<file path="config.mk">
export PLATFORM = sky130hd
export DESIGN_NAME = as6d_pcs_rx_pldb_rd_ctrl_flat
export DESIGN_NICKNAME = d
export VERILOG_FILES = /design/src/rtl/as6d_pcs_rx_pldb_rd_ctrl_if.sv /design/src/rtl/as6d_pcs_rx_pldb_rd_ctrl.sv /design/src/flat_wrapper.sv
export SDC_FILE = /design/constraint.sdc
export NUM_CORES = 1
export LEC_CHECK = 0
export ABC_AREA = 1
export BUFFER_PORTS_ARGS = -buffer_cell sky130_fd_sc_hd__buf_2
export CORE_MARGIN = 2
export CORE_UTILIZATION = 45
export DETAILED_ROUTE_END_ITERATION = 10
export PLACE_DENSITY_LB_ADDON = 0.3
export REMOVE_ABC_BUFFERS = 1
export SYNTH_ARGS = -nofsm -noshare
export SYNTH_HDL_FRONTEND = slang
export SYNTH_SLANG_ARGS = --single-unit
</file>
<file path="constraint.sdc">
create_clock -name clk -period 5 [get_ports clk]
set_clock_uncertainty 0.2 [all_clocks]
set_input_delay 0.5 -clock clk [delete_from_list [all_inputs] [get_ports clk]]
set_output_delay 0.5 -clock clk [all_outputs]
set_load 0.05 [all_outputs]
</file>
<file path="src/rtl/as6d_pcs_rx_pldb_rd_ctrl_if.sv">
// Signal bundle for the PCS RX payload-buffer read controller: control, FIFO read port,
// downstream valid/ready stream and status. The controller uses modport master.
interface as6d_pcs_rx_pldb_rd_ctrl_if #(
  parameter int DATA_WIDTH = 72,
  parameter int CNT_WIDTH  = 16
);
  logic                  enable;
  logic                  flush;
  logic                  flush_done;
  logic                  fifo_empty;
  logic                  fifo_rd_en;
  logic [DATA_WIDTH-1:0] fifo_rd_data;
  logic                  fifo_rd_data_val;
  logic                  fifo_single_err;
  logic                  fifo_double_err;
  logic [DATA_WIDTH-1:0] out_data;
  logic                  out_valid;
  logic                  out_ready;
  logic                  out_err;
  logic                  obuf_ovf_int;
  logic [CNT_WIDTH-1:0]  single_err_cnt;
  logic [CNT_WIDTH-1:0]  double_err_cnt;

  modport master (
    input  enable, flush, fifo_empty, fifo_rd_data, fifo_rd_data_val,
           fifo_single_err, fifo_double_err, out_ready,
    output flush_done, fifo_rd_en, out_data, out_valid, out_err,
           obuf_ovf_int, single_err_cnt, double_err_cnt
  );

  modport slave (
    output enable, flush, fifo_empty, fifo_rd_data, fifo_rd_data_val,
           fifo_single_err, fifo_double_err, out_ready,
    input  flush_done, fifo_rd_en, out_data, out_valid, out_err,
           obuf_ovf_int, single_err_cnt, double_err_cnt
  );
endinterface

</file>
<file path="src/rtl/as6d_pcs_rx_pldb_rd_ctrl.sv">
// Credit-based read controller for the PCS RX payload FIFO with an output buffer, flush/drain and ECC tagging.
// Optional macro PCS_RX_PLDB_RD_DROP_DBERR_EN: drop uncorrectable words instead of forwarding them with out_err.
module as6d_pcs_rx_pldb_rd_ctrl #(
  parameter int DATA_WIDTH     = 72,
  parameter int RAM_PIPE_STAGE = 2,
  parameter int OBUF_DEPTH     = 4,
  parameter int CNT_WIDTH      = 16
) (
  input logic                        clk,
  input logic                        rst,
  as6d_pcs_rx_pldb_rd_ctrl_if.master bus
);
  localparam int PTR_W  = (OBUF_DEPTH > 1) ? $clog2(OBUF_DEPTH) : 1;
  localparam int OCNT_W = PTR_W + 1;
  localparam int INF_W  = $clog2(RAM_PIPE_STAGE + 1);
  localparam int SUM_W  = OCNT_W + INF_W;

  typedef enum logic [1:0] {IDLE = 2'd0, RUN = 2'd1, DRAIN = 2'd2} state_t;
  state_t state_q, state_d;

  logic [PTR_W-1:0]     wr_ptr_q, wr_ptr_d, rd_ptr_q, rd_ptr_d;
  logic [OCNT_W-1:0]    ocnt_q, ocnt_d, ocnt_after_pop;
  logic [INF_W-1:0]     inflight_q, inflight_d;
  logic [CNT_WIDTH-1:0] sgl_cnt_q, sgl_cnt_d, dbl_cnt_q, dbl_cnt_d;
  logic                 ovf_q, ovf_d;
  logic [DATA_WIDTH:0]  mem_q [OBUF_DEPTH];

  logic rd_en, out_valid, flush_done, obuf_clear;
  logic accept, drop_word, obuf_full, pop, push, land;

  always_ff @(posedge clk or posedge rst) begin
    if (rst) state_q <= IDLE;
    else     state_q <= state_d;
  end

  always_comb begin
    state_d = state_q;
    unique case (state_q)
      IDLE:    if (bus.flush) state_d = DRAIN; else if (bus.enable) state_d = RUN;
      RUN:     if (bus.flush) state_d = DRAIN; else if (!bus.enable) state_d = IDLE;
      DRAIN:   if (inflight_q == '0) state_d = IDLE;
      default: state_d = IDLE;
    endcase
  end

  // Head-of-buffer view; the credit check uses the occupancy after this cycle's pop.
  assign out_valid      = (ocnt_q != '0) && (state_q != DRAIN);
  assign pop            = out_valid && bus.out_ready;
  assign ocnt_after_pop = ocnt_q - OCNT_W'(pop);

  always_comb begin
    rd_en      = 1'b0;
    flush_done = 1'b0;
    obuf_clear = 1'b0;
    unique case (state_q)
      RUN: rd_en = !bus.flush && !bus.fifo_empty &&
                   ((SUM_W'(inflight_q) + SUM_W'(ocnt_after_pop)) < SUM_W'(OBUF_DEPTH));
      DRAIN: begin
        flush_done = (inflight_q == '0);
        obuf_clear = (inflight_q == '0);
      end
      default: ;
    endcase
  end

  // Returns with nothing outstanding predate the last reset and are ignored.
  always_comb begin
    accept = bus.fifo_rd_data_val && (inflight_q != '0);
`ifdef PCS_RX_PLDB_RD_DROP_DBERR_EN
    drop_word = bus.fifo_double_err;
`else
    drop_word = 1'b0;
`endif
    obuf_full = (ocnt_q == OCNT_W'(OBUF_DEPTH));
    land      = accept && (state_q != DRAIN) && !drop_word;
    push      = land && (!obuf_full || pop);
    ovf_d     = land && obuf_full && !pop;

    inflight_d = inflight_q;
    unique case ({rd_en, accept})
      2'b10:   inflight_d = inflight_q + INF_W'(1);
      2'b01:   inflight_d = inflight_q - INF_W'(1);
      default: ;
    endcase

    wr_ptr_d = wr_ptr_q;
    rd_ptr_d = rd_ptr_q;
    ocnt_d   = ocnt_q;
    if (obuf_clear) begin
      wr_ptr_d = '0;
      rd_ptr_d = '0;
      ocnt_d   = '0;
    end else begin
      if (push) wr_ptr_d = wr_ptr_q + 1'b1;
      if (pop)  rd_ptr_d = rd_ptr_q + 1'b1;
      ocnt_d = ocnt_q + OCNT_W'(push) - OCNT_W'(pop);
    end

    sgl_cnt_d = sgl_cnt_q;
    dbl_cnt_d = dbl_cnt_q;
    if (bus.fifo_rd_data_val && bus.fifo_single_err && (sgl_cnt_q != '1)) sgl_cnt_d = sgl_cnt_q + 1'b1;
    if (bus.fifo_rd_data_val && bus.fifo_double_err && (dbl_cnt_q != '1)) dbl_cnt_d = dbl_cnt_q + 1'b1;
  end

  always_ff @(posedge clk or posedge rst) begin
    if (rst) begin
      wr_ptr_q   <= '0;
      rd_ptr_q   <= '0;
      ocnt_q     <= '0;
      inflight_q <= '0;
      sgl_cnt_q  <= '0;
      dbl_cnt_q  <= '0;
      ovf_q      <= 1'b0;
    end else begin
      wr_ptr_q   <= wr_ptr_d;
      rd_ptr_q   <= rd_ptr_d;
      ocnt_q     <= ocnt_d;
      inflight_q <= inflight_d;
      sgl_cnt_q  <= sgl_cnt_d;
      dbl_cnt_q  <= dbl_cnt_d;
      ovf_q      <= ovf_d;
    end
  end

  // Storage is data-only; the head is gated by out_valid so stale entries never reach the outputs.
  always_ff @(posedge clk) begin
    if (push) mem_q[wr_ptr_q] <= {bus.fifo_double_err, bus.fifo_rd_data};
  end

  assign bus.fifo_rd_en     = rd_en;
  assign bus.flush_done     = flush_done;
  assign bus.out_valid      = out_valid;
  assign bus.out_data       = out_valid ? mem_q[rd_ptr_q][DATA_WIDTH-1:0] : '0;
`ifdef PCS_RX_PLDB_RD_DROP_DBERR_EN
  assign bus.out_err        = 1'b0;
`else
  assign bus.out_err        = out_valid && mem_q[rd_ptr_q][DATA_WIDTH];
`endif
  assign bus.obuf_ovf_int   = ovf_q;
  assign bus.single_err_cnt = sgl_cnt_q;
  assign bus.double_err_cnt = dbl_cnt_q;
endmodule

</file>
<file path="src/flat_wrapper.sv">
// flat-port wrapper written by rule: the top's interface ports become plain ports
module as6d_pcs_rx_pldb_rd_ctrl_flat 
#(
  parameter int DATA_WIDTH     = 72,
  parameter int RAM_PIPE_STAGE = 2,
  parameter int OBUF_DEPTH     = 4,
  parameter int CNT_WIDTH      = 16
)
  (clk, rst, bus_enable, bus_flush, bus_fifo_empty, bus_fifo_rd_data, bus_fifo_rd_data_val, bus_fifo_single_err, bus_fifo_double_err, bus_out_ready, bus_flush_done, bus_fifo_rd_en, bus_out_data, bus_out_valid, bus_out_err, bus_obuf_ovf_int, bus_single_err_cnt, bus_double_err_cnt);
  as6d_pcs_rx_pldb_rd_ctrl_if #(.DATA_WIDTH(DATA_WIDTH), .CNT_WIDTH(CNT_WIDTH)) bus_i ();
  input logic clk;
  input logic rst;
  input wire logic [$bits(bus_i.enable)-1:0] bus_enable;
  input wire logic [$bits(bus_i.flush)-1:0] bus_flush;
  input wire logic [$bits(bus_i.fifo_empty)-1:0] bus_fifo_empty;
  input wire logic [$bits(bus_i.fifo_rd_data)-1:0] bus_fifo_rd_data;
  input wire logic [$bits(bus_i.fifo_rd_data_val)-1:0] bus_fifo_rd_data_val;
  input wire logic [$bits(bus_i.fifo_single_err)-1:0] bus_fifo_single_err;
  input wire logic [$bits(bus_i.fifo_double_err)-1:0] bus_fifo_double_err;
  input wire logic [$bits(bus_i.out_ready)-1:0] bus_out_ready;
  output wire logic [$bits(bus_i.flush_done)-1:0] bus_flush_done;
  output wire logic [$bits(bus_i.fifo_rd_en)-1:0] bus_fifo_rd_en;
  output wire logic [$bits(bus_i.out_data)-1:0] bus_out_data;
  output wire logic [$bits(bus_i.out_valid)-1:0] bus_out_valid;
  output wire logic [$bits(bus_i.out_err)-1:0] bus_out_err;
  output wire logic [$bits(bus_i.obuf_ovf_int)-1:0] bus_obuf_ovf_int;
  output wire logic [$bits(bus_i.single_err_cnt)-1:0] bus_single_err_cnt;
  output wire logic [$bits(bus_i.double_err_cnt)-1:0] bus_double_err_cnt;
  assign bus_i.enable = bus_enable;
  assign bus_i.flush = bus_flush;
  assign bus_i.fifo_empty = bus_fifo_empty;
  assign bus_i.fifo_rd_data = bus_fifo_rd_data;
  assign bus_i.fifo_rd_data_val = bus_fifo_rd_data_val;
  assign bus_i.fifo_single_err = bus_fifo_single_err;
  assign bus_i.fifo_double_err = bus_fifo_double_err;
  assign bus_i.out_ready = bus_out_ready;
  assign bus_flush_done = bus_i.flush_done;
  assign bus_fifo_rd_en = bus_i.fifo_rd_en;
  assign bus_out_data = bus_i.out_data;
  assign bus_out_valid = bus_i.out_valid;
  assign bus_out_err = bus_i.out_err;
  assign bus_obuf_ovf_int = bus_i.obuf_ovf_int;
  assign bus_single_err_cnt = bus_i.single_err_cnt;
  assign bus_double_err_cnt = bus_i.double_err_cnt;
  as6d_pcs_rx_pldb_rd_ctrl #(.DATA_WIDTH(DATA_WIDTH), .RAM_PIPE_STAGE(RAM_PIPE_STAGE), .OBUF_DEPTH(OBUF_DEPTH), .CNT_WIDTH(CNT_WIDTH)) u_core (.clk(clk), .rst(rst), .bus(bus_i));
endmodule
</file>
### After elaboration in Yosys (flattened, before gate mapping)

Memories as Yosys holds them, arrays and structs flattened.
Index checks and enable logic that the tools add are counted.

| operators by class | value |
|---|---|
| add/sub/neg operators | 10 |
| multipliers | 0 |
| div/mod/pow operators | 0 |
| order comparisons | 1 |
| eq/ne operators | 11 |
| shift-type cells | 0 |
| mux-type cells | 17 |
| bitwise operators | 0 |
| reductions and logical operators | 27 |

Operators with widths:

| kind | number |
|---|---|
| $mux W72 | 1 |
| $add A16 B1 Y16 const B | 2 |
| $ne A16 B16 Y1 const B | 2 |
| $mux W2 | 9 |
| $logic_and A1 B1 Y1 | 14 |
| $reduce_bool A2 Y1 | 4 |
| $add A2 B1 Y2 const B | 3 |
| $ne A3 B3 Y1 const B | 2 |
| $pmux W2 S3 | 1 |
| $sub A3 B1 Y3 | 2 |
| $lt A5 B3 Y1 const B | 1 |
| $add A2 B3 Y4 | 1 |
| $eq A2 B1 Y1 const B | 2 |
| $eq A2 B2 Y1 const B | 2 |
| $logic_not A1 Y1 | 4 |
| $logic_not A2 Y1 | 2 |
| $mux W1 | 4 |
| $pmux W2 S2 | 1 |
| $add A3 B1 Y3 | 1 |
| $eq A3 B3 Y1 const B | 1 |
| $mux W3 | 1 |
| $reduce_and A3 Y1 | 1 |
| $reduce_bool A3 Y1 | 1 |
| $ne A2 B1 Y1 const B | 1 |
| other kinds (3) | 3 |

| word-level totals | value |
|---|---|
| register bits | 44 |
| bits in latches | 0 |
| bits in writable memories | 292 |
| ROM bits | 0 |
| bits of input ports | 81 |
| word-level logic and storage cells | 75 |
| memories kept | 1 |

Memories:

| memory | depth | width | read ports | clocked after memory_dff | write ports | RTL line | RTL |
|---|---|---|---|---|---|---|---|
| u_core.mem_q | 4 | 73 | 1 | 0 | 1 | as6d_pcs_rx_pldb_rd_ctrl.sv:26 | `logic [DATA_WIDTH:0] mem_q [OBUF_DEPTH];` |

### Logic depth before layout (Yosys ltp)

| depth | value |
|---|---|
| depth after elaboration | 10 |
| gate-level depth with buffers | 16 |

### Worst setup path after synthesis

OpenSTA, ideal clock, no wires.

| timing | value |
|---|---|
| path kind | input-to-reg |
| start | input port bus_fifo_rd_data_val |
| end | memory u_core.mem_q[0][0] (netlist bit) (enable) |
| library setup time | 0.505 ns |
| arrival | 4.021 ns |
| slack | 0.274 ns |
| stages on the path | 4 |
| buffers on the path | 0 |
| cells stage by stage | inv_1 nor3_1 nand2_1 nor2_1 |

| on the way | value |
|---|---|
| longest elaborated chain between the ends | 5 |

Ends and longest elaborated chain:

| item | RTL line | RTL |
|---|---|---|
| start: declaration | flat_wrapper.sv:17 | `input wire logic [$bits(bus_i.fifo_rd_data_val)-1:0] bus_fifo_rd_data_val;` |
| $logic_and A1 B1 Y1 | as6d_pcs_rx_pldb_rd_ctrl.sv:68 | `accept = bus.fifo_rd_data_val && (inflight_q != '0);` |
| $logic_and A1 B1 Y1 | as6d_pcs_rx_pldb_rd_ctrl.sv:75 | `land = accept && (state_q != DRAIN) && !drop_word;` |
| $logic_and A1 B1 Y1 | as6d_pcs_rx_pldb_rd_ctrl.sv:76 | `push = land && (!obuf_full \|\| pop);` |
| $mux W1 | as6d_pcs_rx_pldb_rd_ctrl.sv:127 | `if (push) mem_q[wr_ptr_q] <= {bus.fifo_double_err, bus.fifo_rd_data};` |
| $mux W1 (implied by the code) | as6d_pcs_rx_pldb_rd_ctrl.sv:127 |  |
| end: declaration | as6d_pcs_rx_pldb_rd_ctrl.sv:26 |  |

No other way between the ends.

### Worst setup path in the final report

| timing | value |
|---|---|
| start | register u_core.rd_ptr_q[0] |
| end | output port bus_out_data[25] |

| on the way | value |
|---|---|
| longest elaborated chain between the ends | 2 |

Ends and longest elaborated chain:

| item | RTL line | RTL |
|---|---|---|
| start: declaration | as6d_pcs_rx_pldb_rd_ctrl.sv:21 | `logic [PTR_W-1:0] wr_ptr_q, wr_ptr_d, rd_ptr_q, rd_ptr_d;` |
| start signal: assignment | as6d_pcs_rx_pldb_rd_ctrl.sv:116 | `rd_ptr_q <= rd_ptr_d;` |
| $mem_v2 Z4 W73 | -- |  |
| $mux W72 | as6d_pcs_rx_pldb_rd_ctrl.sv:133 | `assign bus.out_data = out_valid ? mem_q[rd_ptr_q][DATA_WIDTH-1:0] : '0;` |
| end: declaration | flat_wrapper.sv:23 | `output wire logic [$bits(bus_i.out_data)-1:0] bus_out_data;` |

No other way between the ends.

==> out/summary.txt <==
PWR
-------------------------------------------------------------------------------
Leak pwr                                                             0.00650 uW
Net Sw Power                                                            4680 uW
Design internal power                                                   5900 uW
Logic gate share of total power                                           41.6%
Clock share of power                                                      23.5%
Cell Pwr Density                                                    623 nW/um^2
Switching portion of total power                                          44.2%
Largest voltage drop on the vdd net                                  0.000383 V
Reg power frac                                                            35.0%

CLOCK TREE
-------------------------------------------------------------------------------
Number of clock sinks seen by CTS                                           336
Clk_lat worst skew                                                       500 ps
Maximum level of the CTS H-tree                                               2
CTS tree                                                                    yes
Total setup buffers inserted after CTS                                        0
Resize count post-CTS                                                         0
Number of buffers created by CTS                                             36
Clock transition at the registers of the reported paths                   60 ps
Hold buffers post-CTS                                                        48
Root Driver                                                           clkbuf_16
Clock Path Buffers                                                            3

WORST SETUP PATH
-------------------------------------------------------------------------------
Kind of launch point of the worst setup path                          flip-flop
Reg-to-reg setup timing slack                                           1950 ps
Slowest stage cell, crit path                                           dfrtp_4
Critical path start-end classification                               reg -> out
Cell type with the highest occurrence count on the critical path         nor2_1
Maximum fanout count along the critical path                                 88
Critical path capture point type                                     output pin
Critical path, cell by cell                                        buf_4 > nor2_1 > nor2_1 > o21ai_1 > a21oi_1 > buf_2
Launch point of the critical path                                  u_core.rd_ptr_q[0]$_DFFE_PP0P_
WP data arrival                                                         3210 ps
Critical path buffer and inverter count                                       2
Delay of the slowest cell on the worst path                              900 ps
Startpoint of the lowest-slack register-to-register path           u_core.inflight_q[0]$_DFFE_PP0P_
Dominant delay contributor by cell family on the critical path     buffers and inverters
Required time at the worst-slack endpoint                               4300 ps

FINAL LAYOUT
-------------------------------------------------------------------------------
Multi-input gate area in the final layout                            3770 sq um
Fillcell total                                                             2577
Register area                                                        9870 sq um
End-of-flow core utilization                                              55.4%
Area of all placed cells without fillers                            17000 sq um
Post-layout net count                                                      1579
Share of post-route cells with drive strength above 1                     19.3%
Area added between synthesis and finish                                   20.7%

PLACEMENT
-------------------------------------------------------------------------------
Port Buffers                                                                189
Detailed placer's ending HPWL                                          17700 um
Final Wtd Congestion                                                      0.768
Placed Area                                                         15400 sq um

WORST HOLD PATH
-------------------------------------------------------------------------------
Hold crit path type                                                   in -> reg
Hold path startpoint                                               bus_fifo_rd_data[8]

SYNTH
-------------------------------------------------------------------------------
Yosys warnings                                                                0
Compound-gate portion of the synthesized area                             8.97%
Library cells used by synthesis                                              30
Avg Inst Size Synth                                                  11.2 sq um
Mapped Cells                                                               1258
Post-synthesis instance area                                        14100 sq um
Fraction of the mapped netlist area in adder cells                        1.12%
Simple logic cell fraction of the synthesized area                        15.3%
Number of flip-flops and latches in the synthesized netlist                 336
Xor-xnor portion of the synthesized cell area                             1.12%
Mux cell area share after synthesis                                          0%
Register area share after synthesis                                       70.1%
Main combinational cell family by area after synthesis             simple AND/OR/NAND/NOR gates

TIMING
-------------------------------------------------------------------------------
Slew headroom                                                             28.3%
Final Cycle Share                                                         78.3%
Actual slew at the worst max-slew pin                                   1080 ps
Achievable clock frequency                                              255 MHz
Post-route minimum period                                               3910 ps
RSZ-0062 raised after global routing                                      false
Final Slew Violations                                                         0
Setup Total Neg Slack                                                      0 ps
Number of endpoints failing setup at the final stage                          0
Final hold vios                                                               0

RUN
-------------------------------------------------------------------------------
Number of max-cap violations                                                  0

GRT
-------------------------------------------------------------------------------
Number of global-route vias before repair                                  9514
Global-route wire length before repair                                 49900 um
Overflow left after global routing                                            0
Pin count of the biggest net entering global routing                         89
Total Routing Usage GR                                                    19.1%
Antenna violations before repair                                              3

FLOORPLAN
-------------------------------------------------------------------------------
Height of the die                                                        181 um
Chip Width                                                               181 um
Ports                                                                       190
Placement Rows                                                               64
Core Area                                                           30700 sq um
Total die area                                                      32700 sq um
Initial cell density of the core                                          45.9%

DETAILED ROUTING
-------------------------------------------------------------------------------
Routed length on met3                                                   2240 um
Vias post-DR                                                               9759
Total Routed Length                                                    31600 um
Average detailed-routed wire length per instance                        16.6 um
Detailed-route vias per instance                                           5.11
DRT antenna net count                                                         0
Top layer reached by signal wires                                          met5
Detail Route met2 WL                                                   15100 um
Detailed Routing Iterations Pass 1                                            5
Number of DRC markers after the initial detailed-route iteration            692
Post-route DRC violation count                                                0
Routed metal-1 wire length                                             13800 um

OUTCOME
-------------------------------------------------------------------------------
Status                                                             finished, final reports clean

==> worst register-to-register path, cell delays in order (launching register included) <==
cell and delay (ps):
dfrtp_1 420, nor2_1 120, nor3_1 340, nand2_1 380, nor2_4 830, buf_12 400
==> area by class of cell <==
cell class	instances	area share (%)
antenna	1	0.0147
clock buffer	40	5.39
clock inverter	23	1.13
inverter	45	1.01
multi-input combinational	816	22.2
sequential	336	58.1
tap	396	2.92
timing repair buffer	251	9.18
==> worst paths after layout <==
path,endpoint,cells after the start
max,bus_out_data[25],6
min,u_core.mem_q[2][8]$_DFFE_PP_,1
max reg2reg,u_core.mem_q[1][12]$_DFFE_PP_,5
min reg2reg,u_core.state_q[0]$_DFFE_PP0P_,1
max in group asynchronous,u_core.rd_ptr_q[0]$_DFFE_PP0P_,4
min in group asynchronous,u_core.bus.obuf_ovf_int$_DFF_PP0_,4
==> power groups by stage <==
| stage | sequential (uW) | clock, uW | combinational (uW) |
|---|---|---|---|
| final | 3700 | 2480 | 4400 |
| after global routing | 3740 | 2650 | 4780 |
| after CTS | 3700 | 2540 | 4440 |
| after detailed placement | 3760 | 0 | 4390 |
| after global placement | 3750 | 0 | 4340 |
| after floorplan | 3960 | 0 | 2990 |
==> cells in the mapped netlist, drive strengths merged <==
| cell type | n | share of area, % |
|---|---|---|
| fa | 1 | 0.14 |
| edfxtp | 292 | 62 |
| nand3b | 1 | 0.053 |
| clkbuf | 16 | 0.43 |
| xor2 | 9 | 0.56 |
| nand2 | 164 | 4.4 |
| nor3 | 1 | 0.036 |
| nor3b | 1 | 0.053 |
| o31ai | 1 | 0.053 |
| nand3 | 21 | 0.84 |
| a21oi | 76 | 2.7 |
| o21ai | 162 | 5.9 |
| ha | 11 | 0.98 |
| nor2 | 343 | 9.3 |
| inv | 45 | 1.2 |
| dfrtp | 44 | 7.8 |
| nor4 | 2 | 0.089 |
| o21bai | 2 | 0.27 |
| xnor2 | 9 | 0.56 |
| nand4 | 12 | 0.53 |
| buf | 45 | 1.7 |
==> cell families (layout without fill, tap and decap cells) <==
kind of cell | count (synthesis) | in the layout
other | 0 | 1
and+or+nand+nor | 545 | 545
xor gates and xnor gates | 18 | 18
adders and majority gates | 12 | 12
buffers and inverters | 106 | 359
DFF | 336 | 336
AOI/OAI and AO/OA | 241 | 241
==> layer usage <==
layer,up-vias,GRT usage (%)
li1,4775,-
met1,4658,25.7
met2,290,31.8
met3,32,4.11
met4,4,4.71
met5,-,0
==> layout by cell type, fill, tap and decap left out, types with 2 or more instances in the layout <==
cell type      count
nand2_2            2
clkbuf_16         36
buf_2            189
clkinvlp_4         3
xnor2_1            9
a21oi_1           76
buf_4             11
o21ai_1          132
clkinv_2          11
inv_6              3
edfxtp_1         292
dfrtp_1           42
nor2_1           331
nand2_1          161
dlygate4sd3_1     49
nand3_1           20
clkinv_1           3
buf_12             2
nand4_1           12
inv_2              6
bufinv_16          2
ha_1              11
nor4_1             2
xor2_1             9
inv_1             38
o21ai_0           23
nor2_2             7
nor2_4             5
o21ai_2            7
o21bai_4           2
clkbuf_1           4
==> stage by stage <==
stage               power [uW]  std cells  setup slack (ps)  hold slack, ps
floorplan                 6950       1197              -705             268
global placement          8090       1795              1590             290
detailed placement        8150       1795              1610             297
CTS                      10700       1906              1050           0.252
global route             11200       1907               854           0.353
finish                   10600       1908              1090            17.3
==> sequential cells by signal (all words and copies together), names as in the netlist <==
register and count:
u_core.rd_ptr_q 2, u_core.bus.obuf_ovf_int 1, u_core.wr_ptr_q 2, u_core.mem_q 292
u_core.inflight_q 2, u_core.state_q 2, u_core.bus.double_err_cnt 16, u_core.bus.single_err_cnt 16
u_core.ocnt_q 3
(Power assumes the default switching activity.)
